### config.mk
export PLATFORM = sky130hd
export DESIGN_NAME = alu181_operand_stage
export DESIGN_NICKNAME = d
export VERILOG_FILES = /design/src/rtl/alu181_pkg.sv /design/src/rtl/alu181_gp_calc.sv /design/src/rtl/alu181_operand_stage.sv
export SDC_FILE = /design/constraint.sdc
export NUM_CORES = 1
export LEC_CHECK = 0
export CAP_MARGIN = 25
export CORE_AREA = 2 2 58 66
export DETAILED_ROUTE_END_ITERATION = 8
export DIE_AREA = 0 0 60 68
export PLACE_DENSITY = 0.82
export SYNTH_ARGS = -nofsm -noshare
export SYNTH_HDL_FRONTEND = slang
export SYNTH_SLANG_ARGS = --single-unit
### constraint.sdc
create_clock -name clk -period 4.1 [get_ports clk]
set_input_delay 0.615 -clock clk [delete_from_list [all_inputs] [get_ports clk]]
set_output_delay 0.615 -clock clk [all_outputs]
set_load 0.02 [all_outputs]
### src/rtl/alu181_pkg.sv
// Shared constants and the operand-stage entry layout for the 74181-style ALU datapath.
// The entry struct here is the 74181-width form; the top stage declares the same layout at its own WIDTH.
package alu181_pkg;

    localparam int ALU_W = 4;

    localparam logic [3:0] S_ADD = 4'b1001;
    localparam logic [3:0] S_SUB = 4'b0110;
    localparam logic [3:0] S_XOR = 4'b0110;  // with m = 1

    typedef struct packed {
        logic [ALU_W-1:0] gb;
        logic [ALU_W-1:0] pb;
        logic [ALU_W-1:0] c;
        logic             m;
        logic             cn4_n;
        logic             g_n;
        logic             p_n;
    } alu181_entry_t;

endpackage

### src/rtl/alu181_gp_calc.sv
// First-level 74181 terms: per-bit generate/propagate bars, ripple lookahead carries and group P/G.
module alu181_gp_calc
    import alu181_pkg::*;
#(
    parameter int WIDTH = ALU_W
) (
    input  logic [WIDTH-1:0] a,
    input  logic [WIDTH-1:0] b,
    input  logic [3:0]       s,
    input  logic             cn_n,
    output logic [WIDTH-1:0] gb,
    output logic [WIDTH-1:0] pb,
    output logic [WIDTH-1:0] c,
    output logic             cn4_n,
    output logic             g_n,
    output logic             p_n
);

    logic [WIDTH:0] carry;
    logic [WIDTH:0] grp;

    assign carry[0] = ~cn_n;
    // Group generate is the same carry recurrence seeded with zero carry-in.
    assign grp[0]   = 1'b0;

    generate
        for (genvar gi = 0; gi < WIDTH; gi++) begin : gen_bit
            assign pb[gi]        = ~(a[gi] | (b[gi] & s[0]) | (~b[gi] & s[1]));
            assign gb[gi]        = ~((a[gi] & ~b[gi] & s[2]) | (a[gi] & b[gi] & s[3]));
            assign carry[gi + 1] = ~gb[gi] | (~pb[gi] & carry[gi]);
            assign grp[gi + 1]   = ~gb[gi] | (~pb[gi] & grp[gi]);
        end
    endgenerate

    assign c     = carry[WIDTH-1:0];
    assign cn4_n = ~carry[WIDTH];
    assign g_n   = ~grp[WIDTH];
    assign p_n   = ~(&(~pb));

endmodule

### src/rtl/alu181_operand_stage.sv
// Operand stage: computes 74181 first-level terms on accept and buffers them in a 2-entry skid FIFO.
module alu181_operand_stage
    import alu181_pkg::*;
#(
    parameter int WIDTH = ALU_W
) (
    input  logic             clk,
    input  logic             rst_n,
    input  logic             in_valid,
    output logic             in_ready,
    input  logic [WIDTH-1:0] a,
    input  logic [WIDTH-1:0] b,
    input  logic [3:0]       s,
    input  logic             m,
    input  logic             cn_n,
    output logic             out_valid,
    input  logic             out_ready,
    output logic [WIDTH-1:0] gb,
    output logic [WIDTH-1:0] pb,
    output logic [WIDTH-1:0] c,
    output logic             m_q,
    output logic             cn4_n,
    output logic             g_n,
    output logic             p_n
);

    typedef struct packed {
        logic [WIDTH-1:0] gb;
        logic [WIDTH-1:0] pb;
        logic [WIDTH-1:0] c;
        logic             m;
        logic             cn4_n;
        logic             g_n;
        logic             p_n;
    } entry_t;

    logic [WIDTH-1:0] calc_gb, calc_pb, calc_c;
    logic             calc_cn4_n, calc_g_n, calc_p_n;
    entry_t           new_entry;
    entry_t           head;

    logic [1:0] count_reg, count_next;
    logic       wr_ptr_reg, rd_ptr_reg;
    logic       push, pop;

    alu181_gp_calc #(.WIDTH(WIDTH)) u_gp_calc (
        .a     (a),
        .b     (b),
        .s     (s),
        .cn_n  (cn_n),
        .gb    (calc_gb),
        .pb    (calc_pb),
        .c     (calc_c),
        .cn4_n (calc_cn4_n),
        .g_n   (calc_g_n),
        .p_n   (calc_p_n)
    );

    always_comb begin
        new_entry       = '0;
        new_entry.gb    = calc_gb;
        new_entry.pb    = calc_pb;
        new_entry.c     = calc_c;
        new_entry.m     = m;
        new_entry.cn4_n = calc_cn4_n;
        new_entry.g_n   = calc_g_n;
        new_entry.p_n   = calc_p_n;
    end

    // in_ready depends on occupancy only, so out_ready never reaches it combinationally.
    assign in_ready  = (count_reg != 2'd2);
    assign out_valid = (count_reg != 2'd0);
    assign push      = in_valid && in_ready;
    assign pop       = out_valid && out_ready;

    always_comb begin
        count_next = count_reg;
        case ({push, pop})
            2'b10:   count_next = count_reg + 2'd1;
            2'b01:   count_next = count_reg - 2'd1;
            default: count_next = count_reg;
        endcase
    end

    always_ff @(posedge clk or negedge rst_n) begin
        if (!rst_n) begin
            count_reg  <= 2'd0;
            wr_ptr_reg <= 1'b0;
            rd_ptr_reg <= 1'b0;
        end else begin
            count_reg <= count_next;
            if (push) wr_ptr_reg <= ~wr_ptr_reg;
            if (pop)  rd_ptr_reg <= ~rd_ptr_reg;
        end
    end

    generate
        for (genvar gi = 0; gi < 2; gi++) begin : gen_entry
            entry_t entry_reg;
            always_ff @(posedge clk or negedge rst_n) begin
                if (!rst_n)
                    entry_reg <= '0;
                else if (push && (wr_ptr_reg == 1'(gi)))
                    entry_reg <= new_entry;
            end
        end
    endgenerate

    assign head  = rd_ptr_reg ? gen_entry[1].entry_reg : gen_entry[0].entry_reg;

    assign gb    = head.gb;
    assign pb    = head.pb;
    assign c     = head.c;
    assign m_q   = head.m;
    assign cn4_n = head.cn4_n;
    assign g_n   = head.g_n;
    assign p_n   = head.p_n;

endmodule

# ---- Word level (Yosys, flattened, before mapping)
# Index checks and enable logic that the tools add are counted.
dict set report word_totals {
  register_bits 36
  inputBits 18
  out_inout_bits 18
  word_cells 100
}
dict set report classes {
  addsub 2
  n_eq_ne 3
  n_mux 2
  bitwise 69
  n_reduce_logical 7
}
# cell n
set op_table {}
lappend op_table {{bitwise AND 1 bit} 31}
lappend op_table {{bitwise OR 1 bit} 19}
lappend op_table {{inverter 1 bit} 18}
lappend op_table {{2-to-1 mux 16 bit} 1}
lappend op_table {{logical AND 1 bit} 4}
lappend op_table {{inverter 4 bit} 1}
lappend op_table {{case mux 2 bit (2 select lines)} 1}
lappend op_table {{AND reduction 4 bit} 1}
lappend op_table {{nonzero test 2 bit} 2}
lappend op_table {{adder 2 x 1 -> 2 bit (second input constant)} 1}
lappend op_table {{== test 2 x 1 -> 1 bit (second input constant)} 1}
lappend op_table {{== test 2 bit (second input constant)} 1}
lappend op_table {{!= test 2 bit (second input constant)} 1}
lappend op_table {{subtractor 2 x 1 -> 2 bit (second input constant)} 1}

# ---- Longest topological paths before layout
dict set report logic_depth {
  word_depth 12
  mapped_depth 7
  depth_no_buf 6
}

# ---- By module
# Synthesis repeated with hierarchy kept, for this count alone.
dict set report unflattened {
  cells_unflattened 148
  hier_area_um2 2021.9
}
# module n_inst cells_each area_each_um2 seq_area_each_um2
set modules_own_cells {}
lappend modules_own_cells {alu181_operand_stage 1 103 1699.1 900.9}
lappend modules_own_cells {alu181_gp_calc 1 45 322.8 0.0}

# ---- Worst setup path after synthesis
# OpenSTA, ideal clock, no wires.
dict set report synth_timing {
  path_type {reg2out}
  from {register rd_ptr_reg}
  to {output port c[0]}
  t_arrival_ns 1.239
  required_time_ns 3.485
  slack_ns 2.246
  path_stages_with_launch 4
  n_path_buf 2
  cell_sequence {dfrtp_1 clkbuf_1 buf_2 mux2_2}
}
dict set report synth_between {
  elab_chain_cells 1
}
# item line
set synth_lines {}
lappend synth_lines {{start, declared} alu181_operand_stage.sv:43} ;# logic wr_ptr_reg, rd_ptr_reg;
lappend synth_lines {{start signal, assigned} alu181_operand_stage.sv:93} ;# if (pop) rd_ptr_reg <= ~rd_ptr_reg;
lappend synth_lines {{2-to-1 mux 16 bit} alu181_operand_stage.sv:109} ;# assign head = rd_ptr_reg ? gen_entry[1].entry_reg : gen_entry[0].entry_reg;
lappend synth_lines {{end, declared} alu181_operand_stage.sv:20} ;# output logic [WIDTH-1:0] c,
# No other way between the ends.

# ---- Worst setup path in the final report
dict set report layout_timing {
  from {register rd_ptr_reg}
  to {output port pb[3]}
}
dict set report layout_between {
  elab_chain_cells 1
}
# item line
set layout_lines {}
lappend layout_lines {{2-to-1 mux 16 bit} alu181_operand_stage.sv:109}
lappend layout_lines {{end, declared} alu181_operand_stage.sv:19} ;# output logic [WIDTH-1:0] pb,
# No other way between the ends.

==> results.md <==
- Gr busiest metal: met2
- Dominant cells by area after synthesis: dfrtp_1 (50%), mux2_2 (11%), nand2_1 (10%)
- Wirelength per Cell: 13.7 µm
- CTS resizes: 0
- I/O pin cnt: 36
- Final worst slack: 1390 ps
- Max VDD drop: 0.000442 V
- Finished Layout Cells: 270
- Critical Path Fanout Max: 17
- CP peak stage delay: 850 ps
- Clock net sink count: 36
- Area delta synth->final: 24.8%
- GRT Util Overall: 20.6%
- Max reg flops: 32
- PortBufs: 35
- Mapped Cells: 186
- Seq pwr share: 36.8%
- Switching power: 0.000662 W
- Seq/Total Area, Yosys: 49.7%
- Fin crit share: 66.2%
- Post-CTS setup buffers: 0
- Period minus WS final: 2710 ps
- PD cells: 772 mW/mm²
- Global-route met3 utilization: 6.99%
- Crit path capture type: output port
- Slew Viols, Final: 0
- CP required: 3480 ps
- Grt total ovfl: 0
- RSZ-0062 raised after global routing: false
- First DRT Iteration DRCs: 68
- Placed cells: 263
- Detail Route Antenna Nets: 0
- Area after DPL: 0.00219 mm²
- Vert. Die Dim: 68 µm
- Top cells by count, synth: nand2_1 (50), dfrtp_1 (36), mux2_2 (17)
- Internal: 0.00109 W
- Post-synth cell types: 38
- Grt met1 use: 24.0%
- Status: finished, final reports clean
- Initial Util: 52.1%
- Final clock skew: 2.95 ps
- Cts hold-fix bufs: 0
- Clk pwr share: 13.2%
- Core ar.: 0.00348 mm²
- Post-synthesis instance area: 0.00181 mm²
- Crit path kind: flip-flop to output port
- H-tree levels: 2
- Final hold vios: 0
- Fraction of layout cells with a size suffix above 1: 12.7%
- Router iterations before antenna repair: 4
- Worst Path Arrival: 2100 ps
- Post-synth EDFFs: 0
- Relative slew slack: 47.7%
- Max stage delay cell, worst path: dfrtp_1
- Max-cap violations: 0
- DR vias: 1401
- DP Worst Slack: 1700 ps
- CTS Buffer Depth: 2
- Synth top area share: 49.7%
- Post-Syn Nets: 205
- Vias in the first global route: 1394
- M2 GR Usage: 34.8%
- Design area: 0.00226 mm²
- Setup_tns: 0 ps
- Worst slew pin tran: 784 ps
- Root Buffer: clkbuf_8
- Placer Congestion: 0.850
- Multi-input gate area: 861 µm²
- Fill count: 292
- Leakage: 1.00 nW
- Async SR Flop Fraction: 100%
- Setup Viol. Count Final: 0
- Initial antenna violation count: 0
- Yosys top cell by area: dfrtp_1
- Final #Nets: 239
- First-pass GRT wire length: 6130 µm
- Cts bufs inserted: 5
- Residual DRC: 0
- CTS tree: yes
- FP Rows: 23
- Die area: 0.00408 mm²
- Register bit total from synthesis: 36
- Fin util: 65.0%
- Vias per cell: 5.19
- Die Wd: 60 µm
- Mapped Avg Cell Area: 9.75 µm²
- Sw Ratio: 37.9%
- Hold WC Path Type: flip-flop to flip-flop
- Logic pwr share: 50.0%
- Maximum clock frequency: 369 MHz
- Drt total wl: 3700 µm
- Antenna diodes: 0
- Clk_lat worst skew: 290 ps
- Reg area: 901 µm²
- Count leader, synth: nand2_1
- Synth Flop Type: dfrtp_1
- Worst path cell trace: mux2_2 > clkdlybuf4s50_1
- Clock slew at reported path FFs: 70 ps
- CP Launch Type: flip-flop
- Synth warn: 0
- Largest net degree at the start of global routing: 37
- DPL Wire Length: 2680 µm
[worst paths after layout]
path / start / end / slack, ps / cells past startpoint
setup / recovery: rd_ptr_reg / pb[3] / 1390 / 2
min in group asynchronous: rst_n / count_reg[0] / 740 / 2
setup reg to reg: count_reg[0] / gen_entry[1].entry_reg[2] / 2470 / 4
hold reg to reg: gen_entry[1].entry_reg[10] / gen_entry[1].entry_reg[10] / 470 / 2
hold / removal: gen_entry[1].entry_reg[10] / gen_entry[1].entry_reg[10] / 470 / 2
max in group asynchronous: rst_n / gen_entry[1].entry_reg[4] / 3060 / 2
[layout by cell type (no fill, tap or decap), types with 4 or more instances in the layout]
| cell type | instances |
|---|---|
| a31oi_1 | 6 |
| clkbuf_8 | 5 |
| dfrtp_1 | 36 |
| nand2_1 | 50 |
| nor2_1 | 8 |
| and2_1 | 4 |
| clkdlybuf4s50_1 | 35 |
| mux2_2 | 17 |
| o21ai_1 | 16 |
[worst max-delay path: cells and delay by family (launching register included)]
family	cells	cell delay [ps]
DFF	1	850
buffers and inverters	1	540
muxes	1	420
[per-layer routing]
metal	wire length, µm	vias to the layer above	share of wire, %
met1	1560	657	42
met4	66	0	1.8
met5	0	-	0
met3	169	8	4.6
met2	1900	27	52
li1	-	709	-
[cell type report]
class,count,share of cell area [%]
flip-flops and latches,36,39.8
multi-input cells,140,38.0
repair buffers,36,15.8
clock buffers,6,3.21
well taps,50,2.76
clock inverters,1,0.221
inverters,1,0.166
[cells by family after synthesis]
| logic type | after synthesis | share of synthesized area (%) |
|---|---|---|
| multiplexers | 23 | 14.3 |
| flip-flops | 36 | 49.7 |
| adder cells (fa/ha/maj) | 1 | 0.690 |
| AND/OR/NAND/NOR | 80 | 19.9 |
| buffers and inverters | 10 | 2.90 |
| AO/OA/AOI/OAI | 32 | 10.6 |
| XOR/XNOR | 4 | 1.93 |
[power groups by stage]
stage	Combinational (W)	Clock, W	Sequential (W)
detailed placement	0.000879	0	0.000651
CTS	0.000885	0.000236	0.000645
floorplan	0.000616	0	0.000592
global route	0.000959	0.000256	0.000666
finish	0.000874	0.000231	0.000644
global placement	0.000868	0	0.000643
[through the flow]
stage,total power (W),hold WS [ps]
finish,0.00175,472
global route,0.00188,500
CTS,0.00177,477
detailed placement,0.00153,460
floorplan,0.00121,319
global placement,0.00151,454
Power figures use the tool's default switching activity.
